### src/rtl/pic_bus_if.sv
// pic_bus_if: CPU-side bus of the interrupt controller command sequencer
interface pic_bus_if;
  logic cs_n;
  logic wr_n;
  logic rd_n;
  logic a0;
  logic [7:0] din;
  logic [7:0] dout;
  logic dout_en;
  modport master(output cs_n, wr_n, rd_n, a0, din, input dout, dout_en);
  modport slave(input cs_n, wr_n, rd_n, a0, din, output dout, dout_en);
endinterface

### src/rtl/pic_cmd_sequencer.sv
// pic_cmd_sequencer: ICW/OCW decode, mask/mode registers and status readback for the interrupt controller
module pic_cmd_sequencer #(
  parameter int NUM_IR = 8,
  parameter int LVL_W = (NUM_IR > 2) ? $clog2(NUM_IR) : 1,
  parameter int VEC_HI_W = 5
) (
  input  logic                clk,
  input  logic                rst,
  pic_bus_if.slave            bus,
  input  logic [NUM_IR-1:0]   irr,
  input  logic [NUM_IR-1:0]   isr,
  input  logic                int_pend,
  input  logic [LVL_W-1:0]    int_lvl,
  output logic [NUM_IR-1:0]   imr,
  output logic [VEC_HI_W-1:0] vec_base,
  output logic                sngl,
  output logic                ltim,
  output logic                aeoi,
  output logic [7:0]          cas_cfg,
  output logic                init_done,
  output logic                edge_clr,
  output logic                ocw2_stb,
  output logic [2:0]          ocw2_cmd,
  output logic [LVL_W-1:0]    ocw2_lvl,
  output logic                smm
);
  typedef enum logic [2:0] {WAIT_ICW1, WAIT_ICW2, WAIT_ICW3, WAIT_ICW4, READY} state_t;
  state_t state;
  logic cs_n_q, wr_n_q, rd_n_q, a0_q, ic4, rsel, poll, poll_hit;
  logic commit, icw1, rd_act, rd_end;
  logic [7:0] din_q, rdata;
  // Decode write commit, read activity and the read data mux
  always_comb begin
    commit = !wr_n_q && bus.wr_n && !cs_n_q;
    icw1 = commit && !a0_q && din_q[4];
    rd_act = !bus.rd_n && !bus.cs_n;
    rd_end = !rd_n_q && bus.rd_n && !cs_n_q;
    rdata = bus.a0 ? 8'(imr) : poll ? {int_pend, 4'b0, 3'(int_lvl)} : 8'(rsel ? isr : irr);
  end
  // Sample bus strobes; address and data are held alongside the write strobe
  always_ff @(posedge clk) begin
    if (rst) begin
      cs_n_q <= 1'b1;
      wr_n_q <= 1'b1;
      rd_n_q <= 1'b1;
      a0_q <= 1'b0;
      din_q <= '0;
    end else begin
      cs_n_q <= bus.cs_n;
      wr_n_q <= bus.wr_n;
      rd_n_q <= bus.rd_n;
      a0_q <= bus.a0;
      din_q <= bus.din;
    end
  end
  // Initialisation FSM, command registers, pulses and registered read data
  always_ff @(posedge clk) begin
    if (rst) begin
      state <= WAIT_ICW1;
      imr <= '0;
      vec_base <= '0;
      sngl <= 1'b0;
      ltim <= 1'b0;
      aeoi <= 1'b0;
      cas_cfg <= '0;
      init_done <= 1'b0;
      edge_clr <= 1'b0;
      ocw2_stb <= 1'b0;
      ocw2_cmd <= '0;
      ocw2_lvl <= '0;
      smm <= 1'b0;
      ic4 <= 1'b0;
      rsel <= 1'b0;
      poll <= 1'b0;
      poll_hit <= 1'b0;
      bus.dout <= '0;
      bus.dout_en <= 1'b0;
    end else begin
      edge_clr <= 1'b0;
      ocw2_stb <= 1'b0;
      bus.dout_en <= rd_act && !commit;
      bus.dout <= (rd_act && !commit) ? rdata : 8'h00;
      poll_hit <= rd_act && poll && !bus.a0;
      if (rd_end && poll_hit) poll <= 1'b0;
      if (icw1) begin
        state <= WAIT_ICW2;
        imr <= '0;
        smm <= 1'b0;
        aeoi <= 1'b0;
        cas_cfg <= '0;
        init_done <= 1'b0;
        poll <= 1'b0;
        rsel <= 1'b0;
        edge_clr <= 1'b1;
        ic4 <= din_q[0];
        sngl <= din_q[1];
        ltim <= din_q[3];
      end else if (commit && a0_q) begin
        case (state)
          WAIT_ICW2: begin
            vec_base <= din_q[7 -: VEC_HI_W];
            state <= !sngl ? WAIT_ICW3 : ic4 ? WAIT_ICW4 : READY;
            init_done <= sngl && !ic4;
          end
          WAIT_ICW3: begin
            cas_cfg <= din_q;
            state <= ic4 ? WAIT_ICW4 : READY;
            init_done <= !ic4;
          end
          WAIT_ICW4: begin
            aeoi <= din_q[1];
            state <= READY;
            init_done <= 1'b1;
          end
          READY: imr <= din_q[NUM_IR-1:0];
          default: ;
        endcase
      end else if (commit && state == READY && !din_q[3]) begin
        ocw2_stb <= 1'b1;
        ocw2_cmd <= din_q[7:5];
        ocw2_lvl <= din_q[LVL_W-1:0];
      end else if (commit && state == READY) begin
        if (din_q[2]) poll <= 1'b1;
        if (din_q[1]) rsel <= din_q[0];
        if (din_q[6]) smm <= din_q[5];
      end
    end
  end
endmodule

### src/flat_wrapper.sv
// flat-port wrapper written by rule: the top's interface ports become plain ports
module pic_cmd_sequencer_flat 
#(
  parameter int NUM_IR = 8,
  parameter int LVL_W = (NUM_IR > 2) ? $clog2(NUM_IR) : 1,
  parameter int VEC_HI_W = 5
)
  (clk, rst, irr, isr, int_pend, int_lvl, imr, vec_base, sngl, ltim, aeoi, cas_cfg, init_done, edge_clr, ocw2_stb, ocw2_cmd, ocw2_lvl, smm, bus_cs_n, bus_wr_n, bus_rd_n, bus_a0, bus_din, bus_dout, bus_dout_en);
  pic_bus_if bus_i ();
  input  logic clk;
  input  logic rst;
  input  logic [NUM_IR-1:0] irr;
  input  logic [NUM_IR-1:0] isr;
  input  logic int_pend;
  input  logic [LVL_W-1:0] int_lvl;
  output logic [NUM_IR-1:0] imr;
  output logic [VEC_HI_W-1:0] vec_base;
  output logic sngl;
  output logic ltim;
  output logic aeoi;
  output logic [7:0] cas_cfg;
  output logic init_done;
  output logic edge_clr;
  output logic ocw2_stb;
  output logic [2:0] ocw2_cmd;
  output logic [LVL_W-1:0] ocw2_lvl;
  output logic smm;
  input wire logic [$bits(bus_i.cs_n)-1:0] bus_cs_n;
  input wire logic [$bits(bus_i.wr_n)-1:0] bus_wr_n;
  input wire logic [$bits(bus_i.rd_n)-1:0] bus_rd_n;
  input wire logic [$bits(bus_i.a0)-1:0] bus_a0;
  input wire logic [$bits(bus_i.din)-1:0] bus_din;
  output wire logic [$bits(bus_i.dout)-1:0] bus_dout;
  output wire logic [$bits(bus_i.dout_en)-1:0] bus_dout_en;
  assign bus_i.cs_n = bus_cs_n;
  assign bus_i.wr_n = bus_wr_n;
  assign bus_i.rd_n = bus_rd_n;
  assign bus_i.a0 = bus_a0;
  assign bus_i.din = bus_din;
  assign bus_dout = bus_i.dout;
  assign bus_dout_en = bus_i.dout_en;
  pic_cmd_sequencer #(.NUM_IR(NUM_IR), .LVL_W(LVL_W), .VEC_HI_W(VEC_HI_W)) u_core (.clk(clk), .rst(rst), .bus(bus_i), .irr(irr), .isr(isr), .int_pend(int_pend), .int_lvl(int_lvl), .imr(imr), .vec_base(vec_base), .sngl(sngl), .ltim(ltim), .aeoi(aeoi), .cas_cfg(cas_cfg), .init_done(init_done), .edge_clr(edge_clr), .ocw2_stb(ocw2_stb), .ocw2_cmd(ocw2_cmd), .ocw2_lvl(ocw2_lvl), .smm(smm));
endmodule
### config.mk
export PLATFORM = sky130hd
export DESIGN_NAME = pic_cmd_sequencer_flat
export DESIGN_NICKNAME = d
export VERILOG_FILES = /design/src/rtl/pic_bus_if.sv /design/src/rtl/pic_cmd_sequencer.sv /design/src/flat_wrapper.sv
export SDC_FILE = /design/constraint.sdc
export NUM_CORES = 1
export LEC_CHECK = 0
export ABC_CLOCK_PERIOD_IN_PS = 1300
export CAP_MARGIN = 15
export CORE_ASPECT_RATIO = 0.7
export CORE_MARGIN = 2
export CORE_UTILIZATION = 40
export CTS_CLUSTER_DIAMETER = 150
export CTS_CLUSTER_SIZE = 16
export DETAILED_ROUTE_END_ITERATION = 6
export GPL_TIMING_DRIVEN = 0
export PLACE_DENSITY = 0.81
export SYNTH_ARGS = -nofsm -noshare
export SYNTH_HDL_FRONTEND = slang
export SYNTH_SLANG_ARGS = --single-unit
### constraint.sdc
create_clock -name clk -period 1.3 [get_ports clk]
set_input_delay 0.13 -clock clk [delete_from_list [all_inputs] [get_ports clk]]
set_output_delay 0.13 -clock clk [all_outputs]
set_load 0.05 [all_outputs]
==> results of run 1 <==
==> cell type report <==
class / count / area, sq um
repair buffers: 87 / 882
fillers: 450 / 2000
well taps: 75 / 93.8
plain buffers: 9 / 61.3
flip-flops and latches: 61 / 1230
multi-input cells: 147 / 1150
clock buffers: 13 / 169
clock inverters: 3 / 42.5
inverters: 2 / 7.51
==> sequential cells by signal, indices dropped and copies added, names as in the netlist <==
register / flops
u_core.bus.dout: 8
u_core.cas_cfg: 8
u_core.din_q: 8
u_core.imr: 8
u_core.vec_base: 5
u_core.ocw2_cmd: 3
u_core.ocw2_lvl: 3
u_core.state: 3
u_core.a0_q: 1
u_core.aeoi: 1
u_core.bus.dout_en: 1
u_core.cs_n_q: 1
u_core.edge_clr: 1
u_core.ic4: 1
u_core.ltim: 1
u_core.ocw2_stb: 1
u_core.poll: 1
u_core.poll_hit: 1
u_core.rd_n_q: 1
u_core.rsel: 1
u_core.smm: 1
u_core.sngl: 1
u_core.wr_n_q: 1
==> per-stage QoR <==
| stage | hold WS [ns] | std cells | cell area, sq um | worst slack, ns |
|---|---|---|---|---|
| 3_5_place_dp | 0.488 | 371 | 3160 | -0.682 |
| 4_1_cts | 0.322 | 393 | 3550 | -0.228 |
| 2_1_floorplan | 0.208 | 220 | 2310 | -0.0645 |
| 5_1_grt | 0.334 | 397 | 3640 | -0.342 |
| 3_3_place_gp | 0.476 | 371 | 3160 | -0.649 |
| 6_report | 0.339 | 397 | 3640 | -0.228 |
==> worst register-to-register path, delay by kind of cell, from the launching register on <==
family / cells / cell delay (ns)
mux: 1 / 0.17
flops: 1 / 0.36
simple gates: 3 / 0.72
buf+inv: 1 / 0.15
==> cell usage in the layout (no fill, tap or decap), types with 4 or more instances in the layout <==
cell	n
nor2_2	6
clkdlybuf4s50_1	33
mux2i_1	37
buf_6	12
nor2_1	40
nor2b_1	10
nand2_1	5
clkbuf_8	12
a22oi_1	4
clkdlybuf4s15_2	30
o21ai_0	6
clkbuf_2	10
clkbuf_1	4
mux2_2	4
dfxtp_1	56
==> final timing paths <==
kind,slack [ns],depth (start not counted),end
worst min register to register,0.49,2,u_core.aeoi$_SDFFE_PP0P_
worst min-delay path,0.34,2,u_core.din_q[3]$_SDFF_PP0_
worst max register to register,-0.23,5,u_core.vec_base[1]$_SDFFE_PP0P_
worst max-delay path,-0.23,5,u_core.vec_base[1]$_SDFFE_PP0P_
==> report_power, final <==
part           internal, W  switching, W  total, W
Clock              0.00104      0.000706   0.00175
Combinational     0.000153      0.000105  0.000259
Sequential         0.00189     0.0000385   0.00193
Total              0.00309      0.000850   0.00394
==> routing by layer <==
metal / vias up / share of wire
met1: 928 / 0.45
met4: 0 / 0.0023
met5: - / 0
met2: 70 / 0.48
li1: 949 / -
met3: 2 / 0.071
==> kinds of logic (layout without fill, tap and decap cells) <==
| logic type | count (synthesis) | after routing | share of synthesized area |
|---|---|---|---|
| and+or+nand+nor | 86 | 86 | 0.200 |
| muxes | 45 | 45 | 0.199 |
| AOI/OAI and AO/OA | 16 | 16 | 0.0469 |
| DFF | 61 | 61 | 0.533 |
| buffers and inverters | 12 | 114 | 0.0218 |
==> timing repair <==
action,4_1_cts,5_1_grt
hold endpoints to repair,0,0
pin swaps,10,7
gates cloned,2,0
endpoints found under the setup margin,94,53
hold buffers,0,0
resized for setup,139,37
setup buffers,5,4
==> impl_metrics.json, run 1 <==
{
  "insertion_delay_ns": 0.33,
  "n_antenna_cell": 0,
  "layout.nets": 351,
  "critical_path.endpoint_type": "flop",
  "synth_ff_type": "dfxtp_1",
  "finalCriticalPeriod_ns": 1.53,
  "path_max_fanout": 3,
  "grt_max_degree": 11,
  "cpLargestDelayFamily": "simple AND/OR/NAND/NOR gates",
  "top_usage_layer": "met2",
  "synthTopCellsByCount": "dfxtp_1, nor2_1, mux2i_1",
  "drt-initial-drc-count": 86,
  "synth_fp_nets": 254,
  "finalSetupViolations": 37,
  "tritoncts": "done",
  "grt_pass1_vias": 1850,
  "critPathArrivalTime_ns": 1.73,
  "wire_per_inst_um": 15.6,
  "irDropWorstVdd_v": 0.000706,
  "grt_use_met2": 0.313,
  "portBuffers": 76,
  "power_w": 0.00394,
  "ys_warn_count": 0,
  "critPathBufInv": 1,
  "io_pins": 77,
  "crit_type": "reg -> reg",
  "fin_crit_sh": 1.18,
  "cp-startpoint": "u_core.wr_n_q$_SDFF_PP1_",
  "synth_top_cell_area_share": 0.533,
  "leakage_nw": 1.48,
  "core.rowCount": 23,
  "netlist_instances": 220,
  "r2r-start": "u_core.wr_n_q$_SDFF_PP1_",
  "die_x_um": 94.5,
  "grt_pass1_wl_mm": 9.47,
  "synth_edf_count": 0,
  "rsz0062_at_grt": "true",
  "ys_seq_area_frac": 0.533,
  "fmax_mhz": 654,
  "grt_use_met3": 0.0826,
  "routabilityCongestion": 0.884,
  "tns_ns": -4.15,
  "start_util": 0.406,
  "numCtsBuffers": 9,
  "viasPerCell": 4.91,
  "holdCritStartpoint": "bus_din[3]",
  "grt_util_met1": 0.264,
  "drtAntennaViolNets": 0,
  "failed_checks": "setup timing",
  "wl_mm": 6.18,
  "cpPeakStageDelay_ns": 0.42,
  "syn_area_per_cell_sq_um": 10.4,
  "dr.pass1.iters": 4,
  "hold_path_class": "in -> reg",
  "hold_violations": 0,
  "cap_violations": 0,
  "netlist_area_sq_um": 2290,
  "synth_area_leaders": "dfxtp_1, mux2i_1, nor2_1",
  "ys_ff_latch": 61,
  "relSlewSlack": 0.597,
  "fin_ws_ns": -0.228,
  "worstMarginPinSlew_ns": 0.605,
  "route.detailed.drc": 0,
  "cts-htree-levels": 3,
  "clkTransAtPathRegs_ns": 0.07,
  "core_area_sq_um": 5640,
  "vias": 1949,
  "antenna_found_initial": 0,
  "synth_top_cell_by_area": "dfxtp_1",
  "cts.sinks": 61,
  "power_density_nw_per_um2": 1080,
  "required_ns": 1.51,
  "crit_chain": "or3b_4, nor3_4, buf_6, mux2i_1, nor2_1",
  "dieArea_sq_um": 6360,
  "syn2layout_area_growth_pct": 58.7,
  "die_h_um": 67.3,
  "status": "finished with violations",
  "slew_viol_final": 0,
  "cp-start-kind": "flop",
  "synth.distinct_cells": 33,
  "skew_ns": 0.00711,
  "cts-root-buf": "clkbuf_8",
  "cpMaxStageDelayCell": "or3b_4",
  "yosysMostFrequentCell": "dfxtp_1",
  "dp_hpwl_mm": 3.97,
  "drive_above_1_share": 0.335,
  "final_util": 0.645,
  "cts_max_path_buffers": 2,
  "async_flop_share": 0,
  "grt-ovfl-total": 0,
  "grt.total_usage": 0.202
}
Power figures use the tool's default switching activity.
==> run 2: changes to the inputs <==
CAP_MARGIN = not set   (was 15)
==> results of run 2 <==
No change in the layout: final DEF, timing and power equal those of run 1.
